===== src/rtl/tusca_serial_pkg.sv =====
// Shared definitions for the tusca serial receive path.
// Holds the state codes exposed on db_estado, the frame shape constants and
// the helper that turns a clock frequency and a line rate into clocks per bit.
package tusca_serial_pkg;

  // State codes as seen on db_estado. IDLE..STOP live in the byte receiver,
  // BYTE_DONE and WAIT_B1 belong to the word assembler.
  typedef enum logic [3:0] {
    IDLE      = 4'd0,
    START     = 4'd1,
    DATA      = 4'd2,
    PARITY    = 4'd3,
    STOP      = 4'd4,
    BYTE_DONE = 4'd5,
    WAIT_B1   = 4'd6
  } estado_t;

  // Phases of the word assembler. FASE_RX means the byte receiver owns the
  // line (idle or mid-frame); the other two map straight onto state codes.
  typedef enum logic [1:0] {
    FASE_RX,
    FASE_BYTE_DONE,
    FASE_WAIT_B1
  } fase_t;

  localparam int FRAME_DATA_BITS = 8;

  // A good frame has an odd number of ones across data plus parity.
  localparam bit PARIDADE_IMPAR = 1'b1;

  // Integer division on purpose: 50 MHz / 9600 gives 5208, / 115200 gives 434.
  function automatic int clks_per_bit(input int clk, input int baud);
    return clk / baud;
  endfunction

endpackage


===== src/rtl/rx_serial_8o1.sv =====
// Single-byte 8O1 receiver: start, 8 data bits LSB first, odd parity, stop.
// The line must already be synchronised to clock.
//
// Ports:
//   clock, reset   system clock, asynchronous active-high reset
//   rx             synchronised serial line, idle high
//   habilita       allows a falling edge in IDLE to start a frame
//   desarma        forces the receiver to see the line high before re-arming
//   partida        combinational: a frame starts this cycle
//   byte_dado      last assembled data byte
//   byte_ok        one-cycle pulse, stop bit sampled high
//   erro_par       parity error of the last byte, valid with byte_ok
//   erro_stop      one-cycle pulse, stop bit sampled low
//   falso_inicio   one-cycle pulse, start bit was high again at mid-bit
//   estado         current state code (IDLE..STOP)
module rx_serial_8o1
  import tusca_serial_pkg::*;
#(
  parameter int CLKS_PER_BIT = 5208
) (
  input  logic                       clock,
  input  logic                       reset,
  input  logic                       rx,
  input  logic                       habilita,
  input  logic                       desarma,
  output logic                       partida,
  output logic [FRAME_DATA_BITS-1:0] byte_dado,
  output logic                       byte_ok,
  output logic                       erro_par,
  output logic                       erro_stop,
  output logic                       falso_inicio,
  output estado_t                    estado
);

  localparam int CNT_W = $clog2(CLKS_PER_BIT + 1);
  localparam int IDX_W = $clog2(FRAME_DATA_BITS);
  localparam logic [CNT_W-1:0] FIM_BIT  = CNT_W'(CLKS_PER_BIT - 1);
  localparam logic [CNT_W-1:0] FIM_MEIO = CNT_W'(CLKS_PER_BIT / 2 - 1);
  localparam logic [IDX_W-1:0] ULTIMO   = IDX_W'(FRAME_DATA_BITS - 1);

  estado_t          estado_prox;
  logic [CNT_W-1:0] cnt;
  logic [IDX_W-1:0] bit_idx;
  logic             armado;
  logic             fim_meio;
  logic             fim_bit;

  assign fim_meio = (cnt == FIM_MEIO);
  assign fim_bit  = (cnt == FIM_BIT);

  // State register.
  always_ff @(posedge clock or posedge reset) begin
    if (reset) estado <= IDLE;
    else       estado <= estado_prox;
  end

  // Next state and the single-cycle event outputs. A start needs the line to
  // have been seen high since the last abort (armado), so a line stuck low
  // cannot retrigger frames back to back.
  always_comb begin
    estado_prox  = estado;
    partida      = 1'b0;
    byte_ok      = 1'b0;
    erro_stop    = 1'b0;
    falso_inicio = 1'b0;
    case (estado)
      IDLE: begin
        if (habilita && armado && !rx) begin
          partida     = 1'b1;
          estado_prox = START;
        end
      end
      START: begin
        if (fim_meio) begin
          falso_inicio = rx;
          estado_prox  = rx ? IDLE : DATA;
        end
      end
      DATA: begin
        if (fim_bit && (bit_idx == ULTIMO)) estado_prox = PARITY;
      end
      PARITY: begin
        if (fim_bit) estado_prox = STOP;
      end
      STOP: begin
        if (fim_bit) begin
          byte_ok     = rx;
          erro_stop   = !rx;
          estado_prox = IDLE;
        end
      end
      default: estado_prox = IDLE;
    endcase
  end

  // Bit timing, shift register and parity check. The counter restarts at the
  // middle of the start bit, so every later sample lands mid-bit.
  always_ff @(posedge clock or posedge reset) begin
    if (reset) begin
      cnt       <= '0;
      bit_idx   <= '0;
      byte_dado <= '0;
      erro_par  <= 1'b0;
      armado    <= 1'b0;
    end else begin
      if (rx)                          armado <= 1'b1;
      else if (desarma || erro_stop)   armado <= 1'b0;

      case (estado)
        IDLE: begin
          cnt     <= '0;
          bit_idx <= '0;
        end
        START: begin
          cnt <= fim_meio ? '0 : cnt + CNT_W'(1);
        end
        DATA: begin
          if (fim_bit) begin
            cnt       <= '0;
            byte_dado <= {rx, byte_dado[FRAME_DATA_BITS-1:1]};
            bit_idx   <= bit_idx + IDX_W'(1);
          end else begin
            cnt <= cnt + CNT_W'(1);
          end
        end
        PARITY: begin
          if (fim_bit) begin
            cnt      <= '0;
            erro_par <= ((^{byte_dado, rx}) != PARIDADE_IMPAR);
          end else begin
            cnt <= cnt + CNT_W'(1);
          end
        end
        STOP: begin
          cnt <= fim_bit ? '0 : cnt + CNT_W'(1);
        end
        default: cnt <= '0;
      endcase
    end
  end

endmodule


===== src/rtl/recepcao_serial_16b.sv =====
// 16-bit word receiver: two consecutive 8O1 bytes, low byte first, form
// dado = {byte1, byte0}. Byte 1 must start within TIMEOUT_BITS bit-times of
// byte 0, otherwise byte 0 is dropped.
//
// Ports:
//   clock, reset    system clock, asynchronous active-high reset
//   rx_serial       serial line, idle high (asynchronous to clock)
//   dado            last completed word, held until the next pronto
//   pronto          one-cycle pulse when dado is updated
//   erro_paridade   set when either byte of the word failed odd parity
//   erro_quadro     one-cycle pulse, stop bit low; partial word discarded
//   erro_timeout    one-cycle pulse, byte 1 late; byte 0 discarded
//   db_estado       current state code
module recepcao_serial_16b
  import tusca_serial_pkg::*;
#(
  parameter int CLK_FREQ     = 50_000_000,
  parameter int BAUD         = 9600,
  parameter int TIMEOUT_BITS = 20
) (
  input  logic        clock,
  input  logic        reset,
  input  logic        rx_serial,
  output logic [15:0] dado,
  output logic        pronto,
  output logic        erro_paridade,
  output logic        erro_quadro,
  output logic        erro_timeout,
  output logic [3:0]  db_estado
);

  localparam int CLKS_PER_BIT   = clks_per_bit(CLK_FREQ, BAUD);
  localparam int TIMEOUT_CICLOS = TIMEOUT_BITS * CLKS_PER_BIT;
  localparam int TMO_W          = $clog2(TIMEOUT_CICLOS + 1);
  localparam logic [TMO_W-1:0] TMO_FIM = TMO_W'(TIMEOUT_CICLOS - 1);

  logic                       rx_meta;
  logic                       rx_sync;
  fase_t                      fase;
  fase_t                      fase_prox;
  logic                       indice;
  logic [FRAME_DATA_BITS-1:0] byte0;
  logic                       par0;
  logic [TMO_W-1:0]           tmo_cnt;
  logic                       estoura;
  logic                       habilita;

  logic                       partida;
  logic [FRAME_DATA_BITS-1:0] byte_dado;
  logic                       byte_ok;
  logic                       erro_par;
  logic                       erro_stop;
  logic                       falso_inicio;
  estado_t                    estado_rx;

  // Two-flop synchroniser, reset to the idle level so reset release does not
  // look like a start bit.
  always_ff @(posedge clock or posedge reset) begin
    if (reset) begin
      rx_meta <= 1'b1;
      rx_sync <= 1'b1;
    end else begin
      rx_meta <= rx_serial;
      rx_sync <= rx_meta;
    end
  end

  // When the timeout expires the receiver is held off in that same cycle, so
  // a coincident falling edge is dropped and desarma makes it wait for high.
  assign estoura  = (fase == FASE_WAIT_B1) && (tmo_cnt == TMO_FIM);
  assign habilita = (fase == FASE_RX) || ((fase == FASE_WAIT_B1) && !estoura);

  rx_serial_8o1 #(
    .CLKS_PER_BIT (CLKS_PER_BIT)
  ) u_rx (
    .clock        (clock),
    .reset        (reset),
    .rx           (rx_sync),
    .habilita     (habilita),
    .desarma      (estoura),
    .partida      (partida),
    .byte_dado    (byte_dado),
    .byte_ok      (byte_ok),
    .erro_par     (erro_par),
    .erro_stop    (erro_stop),
    .falso_inicio (falso_inicio),
    .estado       (estado_rx)
  );

  // Phase register of the word assembler.
  always_ff @(posedge clock or posedge reset) begin
    if (reset) fase <= FASE_RX;
    else       fase <= fase_prox;
  end

  // Phase transitions. A false start on byte 1 goes back to waiting without
  // restarting the idle count.
  always_comb begin
    fase_prox = fase;
    case (fase)
      FASE_RX: begin
        if (byte_ok)                          fase_prox = FASE_BYTE_DONE;
        else if (falso_inicio && indice)      fase_prox = FASE_WAIT_B1;
      end
      FASE_BYTE_DONE: begin
        fase_prox = indice ? FASE_RX : FASE_WAIT_B1;
      end
      FASE_WAIT_B1: begin
        if (estoura || partida) fase_prox = FASE_RX;
      end
      default: fase_prox = FASE_RX;
    endcase
  end

  // Byte indexing, idle timer, word assembly and the registered pulses.
  always_ff @(posedge clock or posedge reset) begin
    if (reset) begin
      dado          <= '0;
      pronto        <= 1'b0;
      erro_paridade <= 1'b0;
      erro_quadro   <= 1'b0;
      erro_timeout  <= 1'b0;
      indice        <= 1'b0;
      byte0         <= '0;
      par0          <= 1'b0;
      tmo_cnt       <= '0;
    end else begin
      pronto       <= 1'b0;
      erro_quadro  <= 1'b0;
      erro_timeout <= 1'b0;
      case (fase)
        FASE_RX: begin
          if (erro_stop) begin
            erro_quadro <= 1'b1;
            indice      <= 1'b0;
            par0        <= 1'b0;
          end
        end
        FASE_BYTE_DONE: begin
          if (!indice) begin
            byte0   <= byte_dado;
            par0    <= erro_par;
            indice  <= 1'b1;
            tmo_cnt <= '0;
          end else begin
            dado          <= {byte_dado, byte0};
            pronto        <= 1'b1;
            erro_paridade <= par0 | erro_par;
            indice        <= 1'b0;
            par0          <= 1'b0;
          end
        end
        FASE_WAIT_B1: begin
          if (estoura) begin
            erro_timeout <= 1'b1;
            indice       <= 1'b0;
            par0         <= 1'b0;
          end else begin
            tmo_cnt <= tmo_cnt + TMO_W'(1);
          end
        end
        default: ;
      endcase
    end
  end

  // Debug state code: the receiver's own code while it owns the line.
  always_comb begin
    db_estado = estado_rx;
    if (fase == FASE_BYTE_DONE)    db_estado = BYTE_DONE;
    else if (fase == FASE_WAIT_B1) db_estado = WAIT_B1;
  end

endmodule


===== config.mk =====
export PLATFORM = sky130hd
export DESIGN_NAME = recepcao_serial_16b
export DESIGN_NICKNAME = d
export VERILOG_FILES = /design/src/rtl/tusca_serial_pkg.sv /design/src/rtl/rx_serial_8o1.sv /design/src/rtl/recepcao_serial_16b.sv
export SDC_FILE = /design/constraint.sdc
export NUM_CORES = 1
export LEC_CHECK = 0
export CAP_MARGIN = 20
export CORE_MARGIN = 3
export CORE_UTILIZATION = 35
export CTS_BUF_LIST = sky130_fd_sc_hd__clkbuf_8
export CTS_CLUSTER_DIAMETER = 150
export DETAILED_ROUTE_END_ITERATION = 6
export GPL_TIMING_DRIVEN = 0
export SYNTH_ARGS = -nofsm -noshare
export SYNTH_HDL_FRONTEND = slang
export SYNTH_SLANG_ARGS = --single-unit

===== constraint.sdc =====
create_clock -name clock -period 2.7 [get_ports clock]
set_input_delay 0.54 -clock clock [delete_from_list [all_inputs] [get_ports clock]]
set_output_delay 0.54 -clock clock [all_outputs]
set_load 0.03 [all_outputs]

==> out/metrics.yaml <==
status: "complete, no violations"
ys_ff_latch: 80
antenna_found_initial: 0
power_switching_mw: 0.709
syn_avg_cell_area_sq_um: 10.6
p_per_area_nw_per_um2: 608
port_buffers: 25
grt_overflow: 0
drv_cap: 0
slew_viol_final: 0
netlist_top_cells_count: "dfrtp_1 (78), nand2_1 (48), nor2_1 (36)"
pwr-share-seq: 0.501
grt_pass1_wl_um: 12300
cts_buffers: 9
routedWlPerCell_um: 13.7
wl_um: 7150
tritoncts: "yes"
cts.repair.resized: 0
ys_warn_count: 0
synth.distinct_cells: 47
critPathKind: "flip-flop to output pin"
grt_max_degree: 61
place.detailed.hpwl_um: 5000
routabilityCongestion: 0.832
period_share: 0.956
hold_viol: 0
nets: 390
syn_nets: 353
rsz0062_at_grt: "false"
swShare: 0.267
fin_skew_ns: 0.0149
via_per_inst: 4.99
coreArea_sq_um: 10000
cts_htree_levels: 3
fin_setup_tns_ns: 0
finalCriticalPeriod_ns: 2.58
critPathCaptureType: "output pin"
whs_path_depth: 0
syn_inst: 346
synth.top_cell.area_share: 0.531
insertion_delay_ns: 0.36
cp-start-kind: "flip-flop"
cts-root-buf: "clkbuf_8"
clock_path_buffers: 2
seq_area_frac_synth: 0.545
antenna_cells: 0
drt_first_pass_iters: 4
synth_area_sq_um: 3680
setup-violations-final: 0
clock_sinks: 80
post_cts_buffers: 0
hold_class: "flip-flop to flip-flop"
leakagePower_nw: 2.02
die_area_sq_um: 11800
required_ns: 2.16
ff2ff_setup_slack_ns: 0.55
synth.area.top_cells: "dfrtp_1 (53%), mux2_2 (7.3%), nand2_1 (4.9%), xnor2_1 (3.8%), nor2_1 (3.7%)"
fp-row-count: 36
timing.fmax_mhz: 387
worstPathMaxFanout: 7
final_util: 0.437
reg2reg_from: "fase[0]"
holdWs_ns: 0.358
arrival_ns: 2.04
pwr-share-comb: 0.109
worst_slew_pin_slew_ns: 0.776
clkSlewWorstSetupHoldPaths_ns: 0.08
vdd_ir_drop_max_v: 0.000251
slew_headroom: 0.478
grt.total_usage: 0.133
synth_edf_count: 0
whs_endpoint: "rx_sync"
layout-drive-gt1-share: 0.144
hp-start: "rx_meta"
grt_pass1_vias: 2550
die_w_um: 109
initial_core_util: 0.368
fp.dieH_um: 109
area_growth_pct: 18.7
route.vias.total: 2598
synth_flop_cell: "dfrtp_1"
ioPinCount: 27
synth_top_area_cell: "dfrtp_1"
async_flop_share: 1.00
drt_iter0_drc: 180
clockPowerShare: 0.389
r2r_cells: 5
yosysMostFrequentCell: "dfrtp_1"
postCtsHoldBufs: 0
drc: 0
ant_nets: 0
internal_power_mw: 1.95
crit-reg2reg-capture: "dado[7]"
[metrics by stage]
stage	cell area (sq um)	cells	power [mW]	setup WS, ns
detailed placement	4130	505	1.64	0.496
global placement	4100	504	1.63	-1.19
floorplan	3680	346	1.56	0.112
CTS	4360	521	2.68	0.0891
finish	4370	521	2.66	0.119
global route	4370	521	2.78	0.0312
[layout by cell type, fill, tap and decap left out, types with 6 or more instances in the layout]
cell,instances
nor3_1,8
inv_1,9
mux2_2,24
clkdlybuf4s50_1,23
o21ai_0,13
nand4_1,6
nor2_1,36
nand3_1,23
xor2_1,13
dfrtp_1,78
clkbuf_1,8
clkbuf_8,10
nand2_1,48
xnor2_1,16
[worst max-delay path: stages, from the launching register on]
cell,delay (ns)
dfrtp_1,0.45
inv_1,0.18
nor2_1,0.12
or3_1,0.35
clkdlybuf4s50_1,0.60
[metal layers]
layer / global-route usage / part of all wire / up-vias
met5: 0 / 0 / -
met2: 0.193 / 0.45 / 41
met3: 0.0346 / 0.037 / 14
li1: - / - / 1270
met1: 0.184 / 0.49 / 1273
met4: 0.0595 / 0.024 / 0
[flip-flops by register name, indices dropped and copies added, names as in the netlist, 2 cells and up]
name	flops
tmo_cnt	17
u_rx.bit_idx	3
fase	2
dado	16
u_rx.estado	3
u_rx.byte_dado	8
u_rx.cnt	13
byte0	8
[logic make-up (layout without fill, tap and decap cells)]
logic type	after synthesis	in the layout	synth area share
flip-flops	80	80	0.545
multiplexers	29	29	0.0871
adder cells (fa/ha/maj)	4	4	0.0136
XOR/XNOR	29	29	0.0690
buffers and inverters	23	65	0.0282
other	1	1	0.00102
AND/OR/NAND/NOR	148	148	0.198
AO/OA/AOI/OAI	32	32	0.0585
[worst max path at each step]
stage              startpoint      endpoint  cells past startpoint
3_3_place_gp            reset   u_rx.cnt[6]                      2
4_1_cts        u_rx.estado[1]  db_estado[1]                      4
6_report              fase[0]  db_estado[2]                      4
2_1_floorplan           reset      byte0[0]                      1
3_5_place_dp   u_rx.estado[1]  db_estado[1]                      4
5_1_grt               fase[0]  db_estado[2]                      4
[area by class of cell]
type,count,area [sq um]
flip-flops and latches,80,2000
well taps,133,166
clock buffers,10,138
inverters,10,40.0
fillers,981,5630
multi-input cells,243,1570
repair buffers,26,283
clock inverters,6,97.6
plain buffers,13,66.3
[power by group through the flow]
stage	clock (mW)	combinational, mW	sequential [mW]
2_1_floorplan	0	0.226	1.34
3_3_place_gp	0	0.278	1.35
3_5_place_dp	0	0.291	1.35
4_1_cts	1.06	0.296	1.33
5_1_grt	1.11	0.329	1.34
6_report	1.03	0.291	1.33
Power figures use the tool's default switching activity.
